## src/rtl/tpu_load_sequencer_if.sv

```systemverilog
// Byte-pair valid/ready channel from the host/SPI side into the TPU load sequencer.
interface tpu_load_sequencer_if #(
  parameter int unsigned D_W = 8
);
  logic [D_W-1:0] byte_x;
  logic [D_W-1:0] byte_y;
  logic           byte_valid;
  logic           byte_ready;

  modport master (output byte_x, output byte_y, output byte_valid, input byte_ready);
  modport slave  (input byte_x, input byte_y, input byte_valid, output byte_ready);
endinterface

```

## src/rtl/tpu_load_sequencer.sv

```systemverilog
// Serializes N*N host byte pairs LSB-first into the TPU input stage, then runs init/compute/done.
// Optional recompute-on-loaded-operands path enabled by defining TPU_SEQ_RERUN_EN.
module tpu_load_sequencer #(
  parameter int unsigned D_W         = 8,
  parameter int unsigned N           = 2,
  parameter int unsigned COMPUTE_CYC = 3 * N + 2
) (
  input  logic                  clk,
  input  logic                  rst,
  input  logic                  start,
  input  logic                  rerun,
  tpu_load_sequencer_if.slave   host,
  output logic                  load_en,
  output logic                  data_in_x,
  output logic                  data_in_y,
  output logic                  init,
  output logic                  busy,
  output logic                  done,
  output logic                  err
);
  localparam int unsigned PAIRS  = N * N;
  localparam int unsigned BYTE_W = $clog2(PAIRS + 1);
  localparam int unsigned BIT_W  = (D_W > 1) ? $clog2(D_W) : 1;
  localparam int unsigned CYC_W  = $clog2(COMPUTE_CYC + 1);

  typedef enum logic [2:0] {
    S_IDLE, S_FETCH, S_LEAD, S_SHIFT, S_TAIL, S_INIT, S_COMPUTE, S_ERR
  } state_t;

  state_t            state, state_n;
  logic [D_W-1:0]    shift_x, shift_y, shift_x_n, shift_y_n;
  logic [BYTE_W-1:0] byte_cnt, byte_cnt_n;
  logic [BIT_W-1:0]  bit_cnt, bit_cnt_n;
  logic [CYC_W-1:0]  cyc_cnt, cyc_cnt_n;
  logic              load_en_d, data_x_d, data_y_d, init_d, busy_d, done_d, err_d;
  logic              last_bit, more_bytes, handshake;

  assign last_bit   = (bit_cnt == BIT_W'(D_W - 1));
  assign more_bytes = (byte_cnt < BYTE_W'(PAIRS - 1));

  // Ready is the only combinational output: FETCH, or the last bit of a non-final pair.
  assign host.byte_ready = (state == S_FETCH) || ((state == S_SHIFT) && last_bit && more_bytes);
  assign handshake       = host.byte_ready && host.byte_valid;

`ifndef TPU_SEQ_RERUN_EN
  logic unused_rerun;
  assign unused_rerun = rerun;
`endif

  always_ff @(posedge clk) begin
    if (rst) state <= S_IDLE;
    else     state <= state_n;
  end

  always_comb begin
    state_n = state;
    unique case (state)
      S_IDLE: begin
        if (start) state_n = S_FETCH;
`ifdef TPU_SEQ_RERUN_EN
        else if (rerun) state_n = S_INIT;
`endif
      end
      S_FETCH:   if (handshake) state_n = S_LEAD;
      S_LEAD:    state_n = S_SHIFT;
      S_SHIFT: begin
        if (last_bit) begin
          if (!more_bytes)           state_n = S_TAIL;
          else if (!host.byte_valid) state_n = S_ERR;
        end
      end
      S_TAIL:    state_n = S_INIT;
      S_INIT:    state_n = S_COMPUTE;
      // Leaving on the count of 2 puts done exactly COMPUTE_CYC cycles after init.
      S_COMPUTE: if (cyc_cnt <= CYC_W'(2)) state_n = S_IDLE;
      S_ERR:     state_n = S_ERR;
      default:   state_n = S_IDLE;
    endcase
  end

  // Shift registers and counters, next values.
  always_comb begin
    shift_x_n  = shift_x;
    shift_y_n  = shift_y;
    byte_cnt_n = byte_cnt;
    bit_cnt_n  = bit_cnt;
    cyc_cnt_n  = cyc_cnt;
    unique case (state)
      S_FETCH: begin
        if (handshake) begin
          shift_x_n  = host.byte_x;
          shift_y_n  = host.byte_y;
          byte_cnt_n = '0;
          bit_cnt_n  = '0;
        end
      end
      S_SHIFT: begin
        shift_x_n = shift_x >> 1;
        shift_y_n = shift_y >> 1;
        bit_cnt_n = last_bit ? '0 : bit_cnt + BIT_W'(1);
        if (handshake) begin
          shift_x_n  = host.byte_x;
          shift_y_n  = host.byte_y;
          byte_cnt_n = byte_cnt + BYTE_W'(1);
        end
      end
      S_INIT:    cyc_cnt_n = CYC_W'(COMPUTE_CYC);
      S_COMPUTE: cyc_cnt_n = cyc_cnt - CYC_W'(1);
      default: ;
    endcase
  end

  // Outputs are decoded from the upcoming state so the registers line up with it.
  always_comb begin
    load_en_d = (state_n == S_LEAD) || (state_n == S_SHIFT);
    data_x_d  = (state_n == S_SHIFT) && shift_x_n[0];
    data_y_d  = (state_n == S_SHIFT) && shift_y_n[0];
    init_d    = (state_n == S_INIT);
    busy_d    = (state_n != S_IDLE) && (state_n != S_ERR);
    done_d    = (state == S_COMPUTE) && (state_n == S_IDLE);
    err_d     = (state_n == S_ERR);
  end

  always_ff @(posedge clk) begin
    if (rst) begin
      shift_x   <= '0;
      shift_y   <= '0;
      byte_cnt  <= '0;
      bit_cnt   <= '0;
      cyc_cnt   <= '0;
      load_en   <= 1'b0;
      data_in_x <= 1'b0;
      data_in_y <= 1'b0;
      init      <= 1'b0;
      busy      <= 1'b0;
      done      <= 1'b0;
      err       <= 1'b0;
    end else begin
      shift_x   <= shift_x_n;
      shift_y   <= shift_y_n;
      byte_cnt  <= byte_cnt_n;
      bit_cnt   <= bit_cnt_n;
      cyc_cnt   <= cyc_cnt_n;
      load_en   <= load_en_d;
      data_in_x <= data_x_d;
      data_in_y <= data_y_d;
      init      <= init_d;
      busy      <= busy_d;
      done      <= done_d;
      err       <= err_d;
    end
  end
endmodule

```

## src/flat_wrapper.sv

```systemverilog
// flat-port wrapper written by rule: the top's interface ports become plain ports
module tpu_load_sequencer_flat 
#(
  parameter int unsigned D_W         = 8,
  parameter int unsigned N           = 2,
  parameter int unsigned COMPUTE_CYC = 3 * N + 2
)
  (clk, rst, start, rerun, load_en, data_in_x, data_in_y, init, busy, done, err, host_byte_x, host_byte_y, host_byte_valid, host_byte_ready);
  tpu_load_sequencer_if #(.D_W(D_W)) host_i ();
  input  logic clk;
  input  logic rst;
  input  logic start;
  input  logic rerun;
  output logic load_en;
  output logic data_in_x;
  output logic data_in_y;
  output logic init;
  output logic busy;
  output logic done;
  output logic err;
  input wire logic [$bits(host_i.byte_x)-1:0] host_byte_x;
  input wire logic [$bits(host_i.byte_y)-1:0] host_byte_y;
  input wire logic [$bits(host_i.byte_valid)-1:0] host_byte_valid;
  output wire logic [$bits(host_i.byte_ready)-1:0] host_byte_ready;
  assign host_i.byte_x = host_byte_x;
  assign host_i.byte_y = host_byte_y;
  assign host_i.byte_valid = host_byte_valid;
  assign host_byte_ready = host_i.byte_ready;
  tpu_load_sequencer #(.D_W(D_W), .N(N), .COMPUTE_CYC(COMPUTE_CYC)) u_core (.clk(clk), .rst(rst), .start(start), .rerun(rerun), .host(host_i), .load_en(load_en), .data_in_x(data_in_x), .data_in_y(data_in_y), .init(init), .busy(busy), .done(done), .err(err));
endmodule
```

## config.mk

```make
export PLATFORM = sky130hd
export DESIGN_NAME = tpu_load_sequencer_flat
export DESIGN_NICKNAME = d
export VERILOG_FILES = /design/src/rtl/tpu_load_sequencer_if.sv /design/src/rtl/tpu_load_sequencer.sv /design/src/flat_wrapper.sv
export SDC_FILE = /design/constraint.sdc
export NUM_CORES = 1
export LEC_CHECK = 0
export CAP_MARGIN = 20
export CORE_UTILIZATION = 40
export CTS_BUF_LIST = sky130_fd_sc_hd__clkbuf_8
export CTS_CLUSTER_DIAMETER = 100
export DETAILED_ROUTE_END_ITERATION = 8
export PLACE_DENSITY = 0.73
export RECOVER_POWER = 100
export SKIP_CTS_REPAIR_TIMING = 1
export SLEW_MARGIN = 20
export SYNTH_ARGS = -nofsm -noshare
export SYNTH_HDL_FRONTEND = slang
export SYNTH_SLANG_ARGS = --single-unit
```

## constraint.sdc

```tcl
create_clock -name clk -period 2 [get_ports clk]
set_input_delay 0.3 -clock clk [delete_from_list [all_inputs] [get_ports clk]]
set_output_delay 0.3 -clock clk [all_outputs]
set_load 0.01 [all_outputs]
```

==> flow_summary.json <==
{
  "syn2layout_area_growth_pct": 28.8,
  "rsz0062_at_grt": "no",
  "die_h_um": 68.1,
  "cts_tree": "built",
  "critPathCapture": "u_core.data_in_x",
  "antenna_found_initial": 0,
  "clock_skew_ns": 0.00168,
  "grt_overflow_total": 0,
  "regToRegSetupSlack_ns": 0.10,
  "grt_pass1_vias": 1434,
  "endpoint_kind": "flip-flop",
  "ir_drop_mv": 0.572,
  "instances_no_fill": 275,
  "synthCells": 185,
  "diodes": 0,
  "cts.sinks": 36,
  "hold_path.class": "reg2reg",
  "rows": 23,
  "timing.hold.ws_ns": 0.495,
  "criticalPathCategory": "reg2reg",
  "m1WireLength_um": 1880,
  "nets": 250,
  "power.density_mw_per_mm2": 754,
  "portBuffers": 27,
  "cts_max_path_buffers": 2,
  "async_flop_share_pct": 0,
  "reg2reg_from": "u_core.bit_cnt[0]",
  "ys_seq_area_share_pct": 41.3,
  "power_frac_clock_pct": 40.9,
  "max_freq_mhz": 527,
  "cp-start-kind": "flip-flop",
  "drc_errors": 0,
  "maxSlewHeadroom_pct": 66.0,
  "grtUsageTotal_pct": 18.8,
  "synth_nets": 211,
  "avgSynthCellArea_um2": 9.43,
  "combPwrFrac_pct": 13.9,
  "cts_buffers": 5,
  "ys_seq_elements": 36,
  "h-tree-depth": 2,
  "first_pass_iters": 4,
  "synth_cell_types": 45,
  "syn_area_mm2": 0.00175,
  "setup_violations": 0,
  "die-area_mm2": 0.00463,
  "vias": 1502,
  "place_inst": 267,
  "seqPwrFrac_pct": 45.2,
  "post-route-period-util_pct": 94.8,
  "worstSkewPairLatency_ns": 0.28,
  "ant_nets": 0,
  "p_sw_share_pct": 23.3,
  "synth_top_area_share_pct": 41.3,
  "dr_wl_met3_um": 129,
  "coreArea_mm2": 0.00409,
  "grt_pass1_wl_um": 6540,
  "r2r_end": "u_core.data_in_x",
  "p_sw_uw": 395,
  "fin_area_mm2": 0.00225,
  "p_total_uw": 1700,
  "grt_start_max_net_pins": 17,
  "placed_cell_area_mm2": 0.00214,
  "p_leak_uw": 0.000831,
  "status": "finished clean",
  "cts-root-buf": "clkbuf_8",
  "top_layer": "met4",
  "gp_congestion": 0.777,
  "synth_edf_count": 0,
  "crit_required_ns": 2.19,
  "initial_core_util_pct": 42.7,
  "synth_top_cells_by_area": "dfxtp_1, a32oi_1, a211oi_1, nor2_1, ha_1",
  "ys.flop_type": "dfxtp_1",
  "slew_viol_final": 0,
  "synth_common_cells": "dfxtp_1, nor2_1, a32oi_1",
  "first_iter_violations": 76,
  "wire_per_inst_um": 13.8,
  "wl_met2_um": 1750,
  "internal-power_uw": 1300,
  "reg2reg_depth": 7,
  "clk_pin_slew_worst_paths_ns": 0.07,
  "period_minus_slack_ns": 1.90,
  "post-synth-top-count-cell": "dfxtp_1",
  "critPathMaxFanout": 5,
  "routed_via_density": 5.46,
  "hold_viol": 0,
  "routed_wirelength_um": 3810,
  "drive_gt1_share_pct": 14.2,
  "worst_slew_pin_slew_ns": 0.506,
  "synth_top_cell_by_area": "dfxtp_1",
  "setup_tns_ns": 0,
  "worst-endpoint-arrival_ns": 2.08,
  "synth_warnings": 0,
  "crit_start": "u_core.bit_cnt[0]",
  "die_w_um": 68.1,
  "ios": 29,
  "dp_hpwl_um": 2670,
  "cap_viol_max_count": 0
}
kinds of logic after synthesis:
group | after synthesis | synth area share [%]
buffers and inverters | 21 | 5.73
multiplexers | 1 | 0.573
flip-flops | 36 | 41.3
AND/OR/NAND/NOR | 56 | 17.4
adder cells (fa/ha/maj) | 5 | 3.58
XOR/XNOR | 1 | 0.502
AO/OA/AOI/OAI | 65 | 30.9
power by group through the flow:
stage	sequential (uW)	clock (uW)	combinational, uW
final	766	694	236
after CTS	766	706	243
after global placement	782	0	239
after global routing	770	743	258
after detailed placement	782	0	242
after floorplan	779	0	143
stage by stage:
| stage | worst slack, ns | util, % |
|---|---|---|
| after detailed placement | 0.0907 | 52.4 |
| after global routing | 0.0303 | 55.0 |
| after global placement | 0.104 | 52.4 |
| after CTS | -0.140 | 55.5 |
| final | 0.104 | 55.0 |
| after floorplan | 0.316 | - |
layout make-up:
type | instances | area (um2)
clock buffers | 7 | 96.3
clock inverters | 1 | 30.0
fillers | 364 | 1840
inverters | 9 | 33.8
multi-input cells | 128 | 925
flip-flops and latches | 36 | 721
well taps | 50 | 62.6
repair buffers | 44 | 380
worst max-delay path: stages, from the launching register on:
cell	delay, ns
dfxtp_1	0.33
ha_1	0.21
ha_1	0.20
buf_4	0.16
inv_1	0.11
nor3_2	0.08
or3_4	0.42
a2111oi_4	0.28
metal layers:
layer	GRT usage, %	vias to the layer above
li1	-	774
met3	3.50	6
met4	5.47	0
met1	26.5	696
met5	0	-
met2	28.9	26
placed cells by master, fill, tap and decap left out, drive strengths merged, types with 2 or more instances in the layout:
master         count
dfxtp             36
clkdlybuf4s50     19
nand3b             2
a32oi             13
a21oi              9
a2111oi            2
dlygate4sd3        7
nand2              4
a32o               4
nor2              19
or2                2
nand2b             2
a21o               5
a31oi              2
a22oi              4
clkbuf            11
a211oi            11
inv                8
buf               14
and3               2
nor3              10
o21ai              9
nor2b              6
ha                 5
or4                2
nand4              2
sequential cells by signal, indices dropped and copies added, names as in the netlist:
register and flops:
u_core.shift_x 8, u_core.shift_y 8, u_core.cyc_cnt 4, u_core.bit_cnt 3
u_core.byte_cnt 3, u_core.state 3, u_core.busy 1, u_core.data_in_x 1
u_core.data_in_y 1, u_core.done 1, u_core.err 1, u_core.init 1
u_core.load_en 1
worst min-delay path by stage:
stage                     cells after the start               from           endpoint  slack [ns]
after CTS                                     2  u_core.shift_x[7]  u_core.shift_x[7]        0.50
after global routing                          2  u_core.shift_x[2]  u_core.shift_x[2]        0.53
after detailed placement                      2  u_core.shift_x[7]  u_core.shift_x[7]        0.48
after global placement                        2  u_core.shift_x[7]  u_core.shift_x[7]        0.47
after floorplan                               1     host_byte_x[6]  u_core.shift_x[6]        0.41
final                                         2  u_core.bit_cnt[1]  u_core.bit_cnt[1]        0.49
No activity file was read; power rests on OpenSTA's default activity.
